File: config.mk
export PLATFORM = sky130hd
export DESIGN_NAME = wb_stage_pipe
export DESIGN_NICKNAME = d
export VERILOG_FILES = /design/src/rtl/wb_stage_pipe.sv
export SDC_FILE = /design/constraint.sdc
export NUM_CORES = 1
export LEC_CHECK = 0
export CAP_MARGIN = 30
export CORE_MARGIN = 5
export CORE_UTILIZATION = 50
export CTS_BUF_LIST = sky130_fd_sc_hd__clkbuf_8
export DETAILED_ROUTE_END_ITERATION = 6
export GPL_TIMING_DRIVEN = 0
export HOLD_SLACK_MARGIN = 0.06
export PLACE_DENSITY = 0.81
export SLEW_MARGIN = 30
export SYNTH_ARGS = -nofsm -noshare
export SYNTH_HDL_FRONTEND = slang
export SYNTH_SLANG_ARGS = --single-unit
File: constraint.sdc
create_clock -name clk -period 2.1 [get_ports clk]
set_input_delay 0.42 -clock clk [delete_from_list [all_inputs] [get_ports clk]]
set_output_delay 0.42 -clock clk [all_outputs]
set_load 0.005 [all_outputs]
File: src/rtl/wb_stage_pipe.sv
// Writeback stage with a one-entry MEM/WB holding slot: waits for late load data,
// formats it by access size and drives a registered register-file write port.
module wb_stage_pipe #(
  parameter int DATA_W      = 32,
  parameter int REG_AW      = 5,
  parameter int LINK_OFFSET = 8,
  parameter int MAX_WAIT    = 15
) (
  input  logic                         clk,
  input  logic                         rst_n,
  input  logic                         flush,
  input  logic                         in_valid,
  output logic                         in_ready,
  input  logic [1:0]                   in_memtoreg,
  input  logic                         in_regwrite,
  input  logic [REG_AW-1:0]            in_rd,
  input  logic [DATA_W-1:0]            in_alu,
  input  logic [DATA_W-1:0]            in_pc,
  input  logic [2:0]                   in_ld_type,
  input  logic [$clog2(DATA_W/8)-1:0]  in_byte_off,
  input  logic [DATA_W-1:0]            mem_rdata,
  input  logic                         mem_rvalid,
  output logic                         wb_we,
  output logic [REG_AW-1:0]            wb_addr,
  output logic [DATA_W-1:0]            wb_data,
  output logic                         busy,
  output logic                         err_timeout
);

  localparam int OFF_W = $clog2(DATA_W/8);
  localparam int CNT_W = (MAX_WAIT < 2) ? 1 : $clog2(MAX_WAIT + 1);
  localparam logic [CNT_W-1:0] WAIT_LAST = CNT_W'((MAX_WAIT > 0) ? MAX_WAIT - 1 : 0);

  localparam logic [1:0] S_IDLE = 2'd0;
  localparam logic [1:0] S_EXEC = 2'd1;
  localparam logic [1:0] S_WAIT = 2'd2;

  logic [1:0]        state;
  logic [CNT_W-1:0]  waitCnt;
  logic [1:0]        slotSrc;
  logic              slotRegWrite;
  logic [REG_AW-1:0] slotRd;
  logic [DATA_W-1:0] slotAlu;
  logic [DATA_W-1:0] slotPc;
  logic [2:0]        slotLdType;
  logic [OFF_W-1:0]  slotByteOff;

  logic              inWait;
  logic              accept;
  logic              complete;
  logic              timeoutHit;
  logic [OFF_W-1:0]  halfOff;
  logic [OFF_W-1:0]  wordOff;
  logic [7:0]        byteLane;
  logic [15:0]       halfLane;
  logic [31:0]       wordLane;
  logic [DATA_W-1:0] loadVal;
  logic [DATA_W-1:0] selData;

  assign inWait   = (state == S_WAIT);
  assign busy     = inWait;
  assign in_ready = !inWait || mem_rvalid;
  assign accept   = in_valid && in_ready && !flush;
  assign complete = !flush && ((state == S_EXEC) || (inWait && mem_rvalid));
  // A flush in the last wait cycle wins over the timeout, so no error is reported.
  assign timeoutHit = (MAX_WAIT != 0) && inWait && !mem_rvalid && !flush
                      && (waitCnt == WAIT_LAST);

  always_comb begin
    halfOff  = slotByteOff & ~OFF_W'(1);
    wordOff  = slotByteOff & ~OFF_W'(3);
    byteLane = 8'(mem_rdata >> {slotByteOff, 3'b000});
    halfLane = 16'(mem_rdata >> {halfOff, 3'b000});
    wordLane = 32'(mem_rdata >> {wordOff, 3'b000});
    loadVal  = mem_rdata;
    case (slotLdType)
      3'b000:  loadVal = DATA_W'($signed(byteLane));
      3'b001:  loadVal = DATA_W'($signed(halfLane));
      3'b010:  loadVal = DATA_W'($signed(wordLane));
      3'b100:  loadVal = DATA_W'(byteLane);
      3'b101:  loadVal = DATA_W'(halfLane);
      3'b110:  loadVal = (DATA_W == 32) ? mem_rdata : DATA_W'(wordLane);
      default: loadVal = mem_rdata;
    endcase
  end

  always_comb begin
    case (slotSrc)
      2'd0:    selData = slotAlu;
      2'd1:    selData = loadVal;
      2'd2:    selData = slotPc + DATA_W'(LINK_OFFSET);
      default: selData = '0;
    endcase
  end

  always_ff @(posedge clk or negedge rst_n) begin
    if (!rst_n) begin
      state        <= S_IDLE;
      waitCnt      <= '0;
      slotSrc      <= '0;
      slotRegWrite <= 1'b0;
      slotRd       <= '0;
      slotAlu      <= '0;
      slotPc       <= '0;
      slotLdType   <= '0;
      slotByteOff  <= '0;
      wb_we        <= 1'b0;
      wb_addr      <= '0;
      wb_data      <= '0;
      err_timeout  <= 1'b0;
    end else begin
      err_timeout <= timeoutHit;

      if (accept) begin
        state        <= (in_memtoreg == 2'd1) ? S_WAIT : S_EXEC;
        slotSrc      <= in_memtoreg;
        slotRegWrite <= in_regwrite;
        slotRd       <= in_rd;
        slotAlu      <= in_alu;
        slotPc       <= in_pc;
        slotLdType   <= in_ld_type;
        slotByteOff  <= in_byte_off;
      end else if (inWait && !mem_rvalid && !flush && !timeoutHit) begin
        state <= S_WAIT;
      end else begin
        state <= S_IDLE;
      end

      if (accept && (in_memtoreg == 2'd1)) begin
        waitCnt <= '0;
      end else if (inWait && !mem_rvalid) begin
        waitCnt <= waitCnt + CNT_W'(1);
      end

      if (complete) begin
        wb_we   <= slotRegWrite && (slotRd != '0) && (slotSrc != 2'd3);
        wb_addr <= slotRd;
        wb_data <= selData;
      end else begin
        wb_we <= 1'b0;
      end
    end
  end

endmodule

# [Word level (Yosys, flattened, before mapping)]
# Index checks and enable logic that the tools add are counted.
[totals] regBits=122 output_inout_bits=41 word_cells=56 input_bits=114
[classes] addsub=2 n_eq_ne=10 reduce_logical=21 mux=8 n_shift=2
[op_table] operator="case mux 32 bit (4 select lines)" count=1
[op_table] operator="case mux 32 bit (3 select lines)" count=1
[op_table] operator="adder 32 x 4 -> 32 bit, second input constant" count=1
[op_table] operator="right shift 32 x 5 -> 16 bit" count=1
[op_table] operator="right shift 32 x 5 -> 8 bit" count=1
[op_table] operator="logical AND 1 bit" count=11
[op_table] operator="2-to-1 mux 4 bit" count=2
[op_table] operator="== test 2 x 1 -> 1 bit, second input constant" count=3
[op_table] operator="== test 3 bit, second input constant" count=2
[op_table] operator="2-to-1 mux 2 bit" count=3
[op_table] operator="nonzero test 5 bit" count=1
[op_table] operator="adder 4 x 1 -> 4 bit, second input constant" count=1
[op_table] operator="== test 2 bit, second input constant" count=2
[op_table] operator="== test 4 bit, second input constant" count=1
[op_table] operator="logical NOT 1 bit" count=4
[op_table] operator="== test 3 x 1 -> 1 bit, second input constant" count=1
[op_table] operator="logical NOT 3 bit" count=1
[op_table] operator="logical NOT 2 bit" count=1
[op_table] operator="logical OR 1 bit" count=2
[op_table] operator="inequality test 2 bit, second input constant" count=1
[op_table] operator="nonzero test 2 bit" count=1
[op_table] operator="2-to-1 mux 1 bit" count=1

# [Longest topological paths before layout]
# Gate-level depths: netlist of the first run.
[logic_depth] word_depth=8 mapped_depth=9 depth_no_buf=6

# [Worst setup path after synthesis of the first run]
# No wires, ideal clock.
[synth_path] path_kind="reg-to-reg" startpoint="register state[1]" endpoint="register slotAlu[10]" n_path_buf=3 slack_ns=0.276 t_required_ns=1.975 period_less_slack_ns=1.824 stages_incl_launch_ff=9 setup_time_ns=0.125 t_arrival_ns=1.699 cell_sequence="dfrtp_1 and2b_1 and2b_2 inv_2 and3_1 buf_2 buf_6 buf_6 mux2_2"
[synth_between] elab_chain_len=5
[synth_rtl] item="from (decl)" line="38" text="logic [1:0] state;"
[synth_rtl] item="from (signal assigned)" line="115" text="state <= (in_memtoreg == 2'd1) ? S_WAIT : S_EXEC;"
[synth_rtl] item="== test 2 bit" line="60" text="assign inWait = (state == S_WAIT);"
[synth_rtl] item="net busy" line="26" text="output logic busy,"
[synth_rtl] item="logical NOT 1 bit" line="62" text="assign in_ready = !inWait || mem_rvalid;"
[synth_rtl] item="logical OR 1 bit" line="62"
[synth_rtl] item="net in_ready" line="13" text="output logic in_ready,"
[synth_rtl] item="logical AND 1 bit (2 in series)" line="63" text="assign accept = in_valid && in_ready && !flush;"
[synth_rtl] item="to (signal assigned)" line="119" text="slotAlu <= in_alu;"
[synth_rtl] item="to (decl)" line="43" text="logic [DATA_W-1:0] slotAlu;"
# The timed path passes the listed nets, and every way through them passes these cells.
# A chain may end at the register's enable or synchronous reset.

# [Final worst setup path of the first run]
[layout_path] startpoint="input mem_rvalid" endpoint="register wb_addr[1]"
[layout_between] elab_chain_len=3
[layout_rtl] item="from (decl)" line="22" text="input logic mem_rvalid,"
[layout_rtl] item="logical AND 1 bit" line="64" text="assign complete = !flush && ((state == S_EXEC) || (inWait && mem_rvalid));"
[layout_rtl] item="logical OR 1 bit" line="64"
[layout_rtl] item="logical AND 1 bit" line="64"
[layout_rtl] item="to (signal assigned)" line="137" text="wb_addr <= slotRd;"
[layout_rtl] item="to (decl)" line="24" text="output logic [REG_AW-1:0] wb_addr,"
# No other way between the ends.

==> results of run 1 <==
## registers in the layout, summed over array words and instances (netlist names)
signal	count
err_timeout	1
slotAlu	32
slotByteOff	2
slotLdType	3
slotPc	32
slotRd	5
slotRegWrite	1
slotSrc	2
state	2
waitCnt	4
wb_addr	5
wb_data	32
wb_we	1
## final cells by class
| class | count | area, um^2 | share of cell area |
|---|---|---|---|
| Inverter | 19 | 71.3 | 0.00825 |
| Sequential cell | 122 | 3050 | 0.353 |
| Buffer | 38 | 248 | 0.0287 |
| Timing Repair Buffer | 159 | 1610 | 0.186 |
| Tap cell | 172 | 215 | 0.0249 |
| Clock buffer | 18 | 248 | 0.0287 |
| Clock inverter | 14 | 193 | 0.0223 |
| Multi-Input combinational cell | 402 | 3010 | 0.348 |
## final timing paths
kind / startpoint / to / slack [ns]
max: mem_rvalid / wb_addr[1] / 0.04
min: rst_n / slotPc[2] / 0.49
max reg2reg: state[1] / wb_addr[1] / 0.07
min reg2reg: slotAlu[14] / slotAlu[14] / 0.50
max in group asynchronous: rst_n / slotPc[21] / 0.94
min in group clk: slotAlu[14] / slotAlu[14] / 0.50
## metal layers
metal | vias up | part of all wire | global-route usage
met5 | - | 0 | 0
met4 | 0 | 0.023 | 0.100
met2 | 228 | 0.48 | 0.459
met3 | 30 | 0.070 | 0.0774
li1 | 2498 | - | -
met1 | 2726 | 0.43 | 0.359
## per-stage QoR
stage | util | area, um^2 | std cells | hold WS [ns] | setup TNS [ns]
floorplan | - | 6310 | 581 | 0.124 | 0
global placement | 0.644 | 8060 | 907 | 0.477 | -524.54
detailed placement | 0.647 | 8100 | 908 | 0.371 | -39.75
CTS | 0.684 | 8570 | 942 | 0.492 | 0
global route | 0.690 | 8640 | 944 | 0.504 | -0.00307
finish | 0.690 | 8640 | 944 | 0.492 | 0
## critical path, cell delays in order
cell                              delay [ns]
sky130_fd_sc_hd__clkdlybuf4s50_1        0.42
sky130_fd_sc_hd__and3b_1                0.24
sky130_fd_sc_hd__o21ai_2                0.33
sky130_fd_sc_hd__buf_2                  0.28
sky130_fd_sc_hd__buf_2                  0.32
sky130_fd_sc_hd__mux2_2                 0.38
## placed cells by master (no fill, tap or decap), drive strengths merged, types with 3 or more instances in the layout
cell           netlist  layout
xnor2               16      16
clkdlybuf4s50        0     152
mux2i                8       8
nor4                 8       8
o21bai               4       4
o211ai               7       7
and3                 6       6
clkinv               1       5
nor2                29      29
nand2b               5       5
and4                 4       4
ha                   3       3
a221o                7       7
nand2               44      44
o21ai               39      39
clkinvlp             0       3
dfrtp              122     122
mux2                78      78
nand4                7       7
a211oi              14      14
clkbuf              13      33
xor2                 9       9
nor3                17      17
nand3               11      11
o311a                4       4
a221oi              13      13
and2b                3       3
a22o                 3       3
buf                 25      28
bufinv               0       4
inv                 18      21
o221ai               5       5
a22oi               10      10
or3                  4       4
nor2b                6       6
a21oi               17      17
## report_power, final
group | leakage (nW) | internal, W | total, W | switching (W)
clock | 0.216 | 0.00133 | 0.00232 | 0.000994
sequential | 1.49 | 0.00284 | 0.00325 | 0.000411
combinational | 1.78 | 0.00124 | 0.00215 | 0.000916
## cell families (layout without fill, tap and decap cells)
group | after synthesis | count (layout)
xor+xnor | 25 | 25
mux | 87 | 87
simple gates | 149 | 149
flops | 122 | 122
compound gates | 138 | 138
buf+inv | 57 | 248
fa+ha+maj | 3 | 3
## timing repair
item	CTS	global route
buffers inserted	1	2
resized for setup	7	19
hold endpoints to repair	57	0
pin swaps	1	2
endpoints found under the setup margin	40	50
hold buffers	1	0
==> summary.md, run 1 <==
| Metric | Value |
|---|---|
| Initial core utilization | 0.504 |
| Placement Setup Slack | -0.614 ns |
| Adder-cell area share of the yosys netlist | 0.00595 |
| Post-synth net total | 698 |
| Post-synthesis cell area | 6310 um^2 |
| #FFs+latches synth | 122 |
| Drt first-iter violations | 430 |
| Width of the die | 122 um |
| Number of pins exceeding their max-slew limit in the final report | 0 |
| Total Die Area | 15000 um^2 |
| Total routing resource utilization after global routing | 0.281 |
| Compound-cell area share of the yosys netlist | 0.156 |
| Grt total ovfl | 0 |
| CTS tree | done |
| Post-DR wirelength/cell | 22.0 um |
| Maximum level of the CTS H-tree | 4 |
| Share of final-layout standard cells stronger than drive strength 1 | 0.203 |
| Vias in the first global route | between 5000 and 6000 |
| Crit Path Max Fanout | 10 |
| Max frequency | 0.484 GHz |
| Antenna violations before repair | 0 |
| Post-detailed-route via-to-cell ratio | around 5.8 |
| Number of buffers inserted during clock tree synthesis | 17 |
| Remaining antenna violation count after routing | 0 |
| Kind of start point of the critical path | input pin |
| IO Count | between 150 and 200 |
| Hold Violations, Final | 0 |
| Setup violations, final | 0 |
| Leading cell type by number of instances after synthesis | sky130_fd_sc_hd__dfrtp_1 |
| Number of cells traversed by the worst register-to-register path | 5 |
| Biggest area contributors in the synthesized netlist | sky130_fd_sc_hd__dfrtp_1, sky130_fd_sc_hd__mux2_2, sky130_fd_sc_hd__nand2_1, sky130_fd_sc_hd__o21ai_0, sky130_fd_sc_hd__xnor2_1 |
| Sum of routed wire length over all layers | 20800 um |
| Post-Synthesis Mean Instance Area | 10.9 um^2 |
| HPWL after detailed placement | 16000 um |
| Number of sinks driven by the clock tree | 122 |
| XOR/XNOR share of the synthesized area | 0.0347 |
| Clock skew after layout | between 0.01 and 0.015 ns |
| Max Buffers Root-to-Sink | 2 |
| Largest family of logic cells by synthesized area | compound AO/OA/AOI/OAI gates |
| Root buffer selected by CTS | sky130_fd_sc_hd__clkbuf_8 |
| Worst-Margin Slew | a little over 0.7 ns |
| Instance count of the mapped netlist | 581 |
| Worst VDD drop | about 0.0008 V |
| Post-route DRC violation count | 0 |
| Final-stage net count | 876 |
| Most used flip-flop cell after synthesis | sky130_fd_sc_hd__dfrtp_1 |
| Sequential cell area fraction in the yosys report | 0.484 |
| Vert. Die Dim | ~120 um |
| Async SR Flop Fraction | 1.00 |
| Floorplan row count | a little over 40 |
| Number of iterations in the first detailed-routing pass | 5 |
| Clock latency reported for the late side of the worst-skew pair | 0.44 ns |
| Overall power after layout | approximately 0.0077 W |
| Min Clock Period, post-route | 2.06 ns |
| Total inserted antenna cells | 0 |
| Worst hold path class | in2async |
| Worst-case headroom to the max-slew limit | 0.527 |
| Most numerous cell types in the synthesized netlist | sky130_fd_sc_hd__dfrtp_1, sky130_fd_sc_hd__mux2_2, sky130_fd_sc_hd__nand2_1, sky130_fd_sc_hd__nor2_1, sky130_fd_sc_hd__o21ai_0 |
| Yosys top cell by area | sky130_fd_sc_hd__dfrtp_1 |
| Portion of netlist area occupied by mux cells | 0.156 |
| Synthesis warning total | 0 |
| Status | completed |
| Worst Path Class, Setup | in2reg |
| Count of distinct cell types in the synthesized netlist | 59 |
| Pwr per Cell Area | roughly 890 nW/um^2 |
| Wire length of the first global-routing pass | roughly 31000 um |
| Layout Area Growth over Synthesis | 37.0% |
| Number of vias in the routed layout | about 5500 |
| Port bufs | 154 |
| Synth top area share | 0.484 |
| Routability congestion estimate | 0.950 |
| Reported max-cap violation count | 0 |
| Nature of the critical path endpoint | flip-flop |
| Leakage power of the design | 3.49 nW |
| Count of filler cells inserted in the layout | about 1000 |
| Count of flip-flops with a built-in enable after synthesis | 0 |
| Synth Area in Simple Gates | 0.120 |
| Fin worst setup slack | 0.0355 ns |
| Pin count of the biggest net entering global routing | 66 |
| Clock transition at the registers of the reported paths | 0.07 ns |
| Placeable core region | 12500 um^2 |
| Portion of the clock cycle consumed by the worst path in the final layout | 0.983 |
| Crit path required time | 2.42 ns |
| Endpoint arrival time on the critical path | ~2.4 ns |
(Power assumes the default switching activity.)
==> run 2: changes to the inputs <==
Settings changed: CAP_MARGIN 30 to unset.
==> results of run 2 <==
No change in the layout: final DEF, timing and power equal those of run 1.
